`src/rtl/operand_vector_loader.sv`:
```
// operand_vector_loader: serial-to-parallel operand distributor.
// Collects NUM_OUTPUTS signed words, one per in_valid/in_ready beat, into a
// fill buffer and presents each complete vector on a registered, held-stable
// valid/ready output. The buffering is double: the next vector fills while the
// current one waits at the output. A vector whose last word arrives while the
// output is free (or being taken) goes straight to out_vec with no bubble.
module operand_vector_loader #(
   parameter  int NUM_OUTPUTS = 36,
   parameter  int DATA_WIDTH  = 32,
   localparam int CW          = $clog2(NUM_OUTPUTS + 1)
) (
   input  logic                         clk,
   input  logic                         arst_in,
   input  logic                         clear_in,
   input  logic signed [DATA_WIDTH-1:0] in_data,
   input  logic                         in_valid,
   output logic                         in_ready,
   output logic signed [DATA_WIDTH-1:0] out_vec [0:NUM_OUTPUTS-1],
   output logic                         out_valid,
   input  logic                         out_ready,
   output logic [CW-1:0]                fill_count
);

   // FILL: fill buffer has room. FULL: fill buffer complete, waiting for the output.
   typedef enum logic {
      FILL = 1'b0,
      FULL = 1'b1
   } state_t;

   state_t                       state;
   state_t                       next_state;
   logic [CW-1:0]                fill_cnt;
   logic [CW-1:0]                fill_nxt;
   logic                         valid_nxt;
   logic signed [DATA_WIDTH-1:0] fill_buf [0:NUM_OUTPUTS-1];

   logic in_fire;
   logic out_fire;
   logic last_word;
   logic out_free;
   logic store;        // write in_data into fill_buf[fill_cnt]
   logic xfer_direct;  // out_vec <= fill_buf with last lane taken from in_data
   logic xfer_buf;     // out_vec <= complete fill_buf

   assign in_ready   = (state == FILL) && !clear_in;
   assign in_fire    = in_valid && in_ready;
   assign out_fire   = out_valid && out_ready;
   assign last_word  = (fill_cnt == CW'(NUM_OUTPUTS - 1));
   assign out_free   = !out_valid || out_ready;
   assign fill_count = fill_cnt;

   // Next-state and datapath control; clear_in overrides every other event.
   always_comb begin
      // NOTE: every output of this block gets a default first, so no path
      // leaves a signal unassigned and no latch is inferred.
      next_state  = state;
      fill_nxt    = fill_cnt;
      valid_nxt   = out_valid;
      store       = 1'b0;
      xfer_direct = 1'b0;
      xfer_buf    = 1'b0;
      if (clear_in) begin
         next_state = FILL;
         fill_nxt   = '0;
         valid_nxt  = 1'b0;
      end else begin
         case (state)
            FILL: begin
               if (in_fire && !last_word) begin
                  store    = 1'b1;
                  fill_nxt = fill_cnt + 1'b1;
               end else if (in_fire && out_free) begin
                  // Last word with the output free or leaving: transfer wins.
                  xfer_direct = 1'b1;
                  valid_nxt   = 1'b1;
                  fill_nxt    = '0;
               end else if (in_fire) begin
                  // Last word while the output is stalled: park the vector.
                  store      = 1'b1;
                  fill_nxt   = CW'(NUM_OUTPUTS);
                  next_state = FULL;
               end
               if (out_fire && !xfer_direct) begin
                  valid_nxt = 1'b0;
               end
            end
            FULL: begin
               if (out_fire) begin
                  xfer_buf   = 1'b1;
                  valid_nxt  = 1'b1;
                  fill_nxt   = '0;
                  next_state = FILL;
               end
            end
            default: begin
               next_state = FILL;
               fill_nxt   = '0;
               valid_nxt  = 1'b0;
            end
         endcase
      end
   end

   // Control state register: FSM state, fill counter and output valid.
   always_ff @(posedge clk or posedge arst_in) begin
      // NOTE: state registers use non-blocking assignments so every flop
      // samples pre-edge values regardless of block ordering.
      if (arst_in) begin
         state     <= FILL;
         fill_cnt  <= '0;
         out_valid <= 1'b0;
      end else begin
         state     <= next_state;
         fill_cnt  <= fill_nxt;
         out_valid <= valid_nxt;
      end
   end

   // Operand storage: lane writes into the fill buffer and vector transfers to out_vec.
   always_ff @(posedge clk or posedge arst_in) begin
      // NOTE: the buffers are reset so the output vector reads all-zero after
      // reset; this costs a reset net on every storage bit, which is intended.
      if (arst_in) begin
         for (int i = 0; i < NUM_OUTPUTS; i++) begin
            fill_buf[i] <= '0;
            out_vec[i]  <= '0;
         end
      end else begin
         for (int i = 0; i < NUM_OUTPUTS; i++) begin
            if (store && (fill_cnt == CW'(i))) begin
               fill_buf[i] <= in_data;
            end
         end
         if (xfer_direct) begin
            for (int i = 0; i < NUM_OUTPUTS - 1; i++) begin
               out_vec[i] <= fill_buf[i];
            end
            out_vec[NUM_OUTPUTS-1] <= in_data;
         end else if (xfer_buf) begin
            for (int i = 0; i < NUM_OUTPUTS; i++) begin
               out_vec[i] <= fill_buf[i];
            end
         end
      end
   end

endmodule

```
`config.mk`:
```
export PLATFORM = sky130hd
export DESIGN_NAME = operand_vector_loader
export DESIGN_NICKNAME = d
export VERILOG_FILES = /design/src/rtl/operand_vector_loader.sv
export SDC_FILE = /design/constraint.sdc
export NUM_CORES = 2
export LEC_CHECK = 0
export CAP_MARGIN = 20
export CORE_AREA = 3 3 465 467
export CTS_BUF_LIST = sky130_fd_sc_hd__clkbuf_4 sky130_fd_sc_hd__clkbuf_8 sky130_fd_sc_hd__clkbuf_16
export CTS_CLUSTER_SIZE = 10
export DETAILED_ROUTE_END_ITERATION = 7
export DIE_AREA = 0 0 468 470
export SYNTH_ARGS = -nofsm -noshare
export SYNTH_HDL_FRONTEND = slang
export SYNTH_SLANG_ARGS = --single-unit
```
`constraint.sdc`:
```
create_clock -name clk -period 125.3 [get_ports clk]
set_input_delay 18.795 -clock clk [delete_from_list [all_inputs] [get_ports clk]]
set_output_delay 18.795 -clock clk [all_outputs]
set_load 0.005 [all_outputs]
```
# Yosys cells after proc, flatten, opt, wreduce, memory -nomap -nowiden
# Cells that the tools add are included.
[word_totals] ff_bits=2312 latchBits=0 ram_bits=0 rom_bits=0 input_bits=37 output_inout_bits=1160 word_cells=199 n_memories=0
[op_classes] add_sub_neg=1 mul=0 div=0 magnitude_cmp=0 eq_ne=39 shift=0 muxes=32 bitwise_logic=1 reduce_logical=51
[ops] operator="$mux W1152" count=2
[ops] operator="$eq A6 B5 Y1 const B" count=16
[ops] operator="$eq A6 B4 Y1 const B" count=8
[ops] operator="$logic_and A1 B1 Y1" count=42
[ops] operator="$mux W6" count=5
[ops] operator="$eq A6 B3 Y1 const B" count=4
[ops] operator="$eq A6 B6 Y1 const B" count=4
[ops] operator="$mux W1" count=22
[ops] operator="$eq A6 B2 Y1 const B" count=2
[ops] operator="$pmux W6 S2" count=1
[ops] operator="$add A6 B1 Y6 const B" count=1
[ops] operator="$eq A6 B1 Y1 const B" count=1
[ops] operator="$logic_not A6 Y1" count=1
[ops] operator="$ne A5 B3 Y1 const B" count=1
[ops] operator="$logic_not A1 Y1" count=4
[ops] operator="$ne A4 B2 Y1 const B" count=1
[ops] operator="$ne A4 B3 Y1 const B" count=1
[ops] operator="$pmux W1 S2" count=2
[ops] operator="$ne A3 B2 Y1 const B" count=1
[ops] operator="$reduce_and A3 Y1" count=1
[ops] operator="$reduce_and A2 Y1" count=1
[ops] operator="$reduce_bool A2 Y1" count=1
[ops] operator="$logic_or A1 B1 Y1" count=1
[ops] operator="$not A1 Y1" count=1

# Logic depth before layout (Yosys ltp)
[depth] depth_word=13 depth_mapped=9 ltp_nobuf=5

# Worst setup path after synthesis
# Ideal clock, no wire load.
[synth_timing] kind="input -> output" startpoint="input port clear_in" endpoint="output port in_ready" t_arrival_ns=18.901 required_ns=106.505 setup_slack_ns=87.604 path_stages=1 path_buffers=0 cell_sequence="nor2_1"
[synth_via] elab_chain_len=2
[synth_rtl] element="start: declaration" line="14" rtl="input logic clear_in,"
[synth_rtl] element="$logic_not A1 Y1" line="45" rtl="assign in_ready = (state == FILL) && !clear_in;"
[synth_rtl] element="$logic_and A1 B1 Y1" line="45"
[synth_rtl] element="end: declaration" line="17" rtl="output logic in_ready,"
# Every way passes these cells.

# Worst setup path in the final report
# Ends and elaborated chain as after synthesis.

==> results summary <==
The combined flip-flop and latch cell area came out at around 58000 sq um. The number of buffers added by the clock tree synthesis step is 285. The number of global-route vias before repair came to roughly 51k. Of all cell types, the one taking the most synthesized area is dfrtp_1. The measured slew at the worst slew-check pin is about 1.1 ns.

The count of pins on the block boundary is roughly 1.2k. The top flip-flop cell by instance count after synthesis is dfrtp_1. The delay contributed by the slowest stage of the critical path is around 0.60 ns. Broken down by cell family, the worst path's largest delay share belongs to buffers and inverters. The finished layout holds a little over 9k standard cells, fillers aside. The worst clock skew is 0.0622 ns.

After detailed routing, the average wire length per cell comes to about 30 microns. The area of the mapped netlist is a little under 90000 sq um. The detailed route wirelength on metal2 came out at between 100000 and 150000 microns. The violation count after the first detailed-routing iteration came out at 3051.

The number of placed cells counting well taps is roughly 8.9k. Of the post-synthesis cell area, the dominant cell type holds 0.669. The post-placement setup slack is between 80 and 90 ns. The post-route clock period utilization came out at 0.311.

The number of filler cells placed in the layout is 17.7k. The final setup TNS is 0 ns. The shortest clock period the worst path allows after layout is between 30 and 40 ns. The maximum number of pins on one net before global-route repair is 172. The timing-limited maximum frequency came out at 0.0257 GHz. The setup slack after layout is approximately 86 ns. The utilization after layout came out at 0.512. The run finished with clean final reports. The remaining antenna violation count came out at 0.

The final layout contains approximately 6.4k nets. The instance count on the critical path came out at 3. The worst setup path is launched from an input port. For this run, the number of Yosys warnings is 0. The H-tree depth reported by CTS is 5. Setup repair after global routing left no endpoint under its margin. After global routing the overflow that remains totals 0. The clock latency at the later pin of the worst-skew pair is about 0.90 ns. For this design the static power due to leakage is 53.0 nW. The clock net in this run drives a total of 2312 sinks. The number of stages on the worst hold path is 1. The max capacitance violation total is 0. For the worst flop-to-flop path, the logic depth is 9. The largest individual stage delay along the critical path comes from the cell clkdlybuf4s50_1.

The tightest min-delay check is of the register to register type. The sum of routed wire segments on met1 came out at around 110000 microns. The max-slew violation total from the final report is 0. The worst vdd rail ir drop is approximately 0.013 mV. The floorplan has 169 rows. The instance count of the mapped netlist came out at 5176.

Traced cell by cell, the critical path runs through clkdlybuf4s50_1, nor2_1, clkdlybuf4s50_1. The area taken by multi-input logic gates is roughly 27000 sq um. The number of detailed-routing iterations run before antenna repair came out at 5. The initial antenna violation count was 31. The DRC violations left is 0. Compared with the post-synthesis result, the final layout area differs by 25.6%. After synthesis, the netlist uses 35 different library cells. The clock tree buffer depth came out at 4. The final count of hold timing violations is 0. Setup violations remaining at the end of the flow were counted as 0.

The cell area after placement is between 100000 and 150000 sq um. The proportion of register bits with asynchronous set or reset after synthesis is 1.00. The data arrival time of the worst path came out at 20.11 ns. Synthesis inferred approximately 2.3k register bits. The clock edge transition at the registers on the reported setup and hold paths is approximately 0.050 ns. The number of setup buffers added after CTS is 0. The number of flops mapped to enable cells by yosys is 0.

The detailed-route via count came out at 48.8k. The number of gates resized after CTS came out at 0. Buffers inserted to repair hold after CTS numbered 0. Dividing the synthesized area by the synthesized cell count gives roughly 17 sq um. The area of the core came out at 212000 sq um. The maximum net fanout on the critical path is 6. The placer congestion estimate came out at ~0.8.

The global-route usage over all layers is 0.251. Sorting the synthesized cells by area gives the leading types as dfrtp_1, mux2_2, mux2_1. The total nets after synthesis came out at ~5.2k.

The cell at the root of the clock tree is clkbuf_16. The floorplan step set the die width to roughly 470 microns. The completed layout was analyzed and its total power is between 1.5 and 2 mW. The met3 wire length is approximately 23000 microns. The effective utilization at floorplan came out at 0.408. The worst slew margin relative to its limit came out at 0.260.

The total power divided by cell area is 14.1 nW/um^2. The worst-case hold slack is 0.443 ns. The HPWL after detailed placement is 175000 microns. The count of input and output buffers came out at ~1.2k. The cell repeated most along the worst path is clkdlybuf4s50_1. The required time of the worst setup path came out at approximately 110 ns.

The post-detailed-route via-to-cell ratio came out at 5.28. The share of final-layout standard cells stronger than drive strength 1 came out at 0.413. The buffering stage count on the worst path with inverters included came out at 2. After synthesis, the most frequently instantiated cells are dfrtp_1, mux2_2, clkbuf_1, mux2_1, buf_4. The portion of the post-synthesis area used by sequential elements came out at 0.669.

The die covers approximately 220000 sq um. The final instance area came out at between 100000 and 150000 sq um. TritonCTS built the clock tree.

Among all cell types in the netlist, the one instantiated most often is dfrtp_1. The worst setup path is of the input port to output port kind. Summed over all layers, the routed wires come to ~280000 microns. The first-pass GRT wire length is roughly 390000 microns. The endpoint type of the worst setup path is an output port. In this run the vertical extent of the chip is approximately 470 microns. The uppermost metal layer occupied by signal nets is met4.
[logic make-up after synthesis]
| logic type | share of synthesized area |
|---|---|
| buffers and inverters | 0.0241 |
| DFF | 0.669 |
| muxes | 0.296 |
| adders and majority gates | 0.000578 |
| and+or+nand+nor | 0.00532 |
| AOI/OAI and AO/OA | 0.00573 |
[power breakdown]
| part | total, mW | internal, mW | leakage, nW | switching [mW] |
|---|---|---|---|---|
| Combinational | 0.0529 | 0.0168 | 17.5 | 0.0360 |
| Clock | 0.709 | 0.420 | 3.76 | 0.289 |
| Sequential | 0.774 | 0.766 | 31.7 | 0.00865 |
[final cells by class]
class	count	share of cell area
Sequential cell	2312	0.532
Multi-Input combinational cell	2441	0.247
Timing Repair Buffer	1297	0.117
Clock buffer	314	0.0688
Tap cell	2821	0.0325
Inverter	39	0.00142
Clock inverter	11	0.00116
Antenna cell	12	0.000276
[sequential cells by signal, summed over array words and instances, names as in the netlist]
register	cells
fill_buf	1152
out_vec	1152
fill_count	6
out_valid	1
state	1
[routing by layer]
metal	GRT usage	vias to the layer above
met4	0.100	0
met2	0.400	1466
li1	-	20500
met3	0.0821	382
met1	0.314	26500
met5	0	-
[cells in the final DEF, fill, tap and decap left out, drive strengths merged, types with 2 or more instances in the layout]
cell / n
buf: 133
and3: 2
o21ai: 38
nand2: 22
a22oi: 32
diode: 12
nand2b: 2
dfrtp: 2312
and2: 2
clkinv: 3
or3: 2
or3b: 2
inv: 44
ha: 4
bufinv: 2
clkdlybuf4s50: 1164
clkbuf: 314
nor2: 21
nand3: 19
mux2: 2272
nor2b: 9
[final timing paths]
kind / from / to / slack, ns
setup / recovery: clear_in / in_ready / 86.39
hold / removal: fill_buf[320]$_DFFE_PP0P_ / out_vec[320]$_DFFE_PP0P_ / 0.44
setup reg to reg: fill_count[0]$_DFFE_PP0P_ / out_vec[326]$_DFFE_PP0P_ / 119.28
hold reg to reg: fill_buf[320]$_DFFE_PP0P_ / out_vec[320]$_DFFE_PP0P_ / 0.44
max in group asynchronous: arst_in / fill_buf[256]$_DFFE_PP0P_ / 101.41
min in group asynchronous: arst_in / fill_buf[976]$_DFFE_PP0P_ / 18.48
[worst reg2reg max path, stage by stage (launching register included)]
cell and delay, ns:
dfrtp_1 0.47, ha_1 0.53, or3b_1 0.51, nor4_4 0.27, buf_4 0.46, or2_4 0.69, buf_4 0.80, buf_12 0.59
buf_4 1.10, mux2_2 0.49
Note: power is estimated with default switching activity, not from simulation.
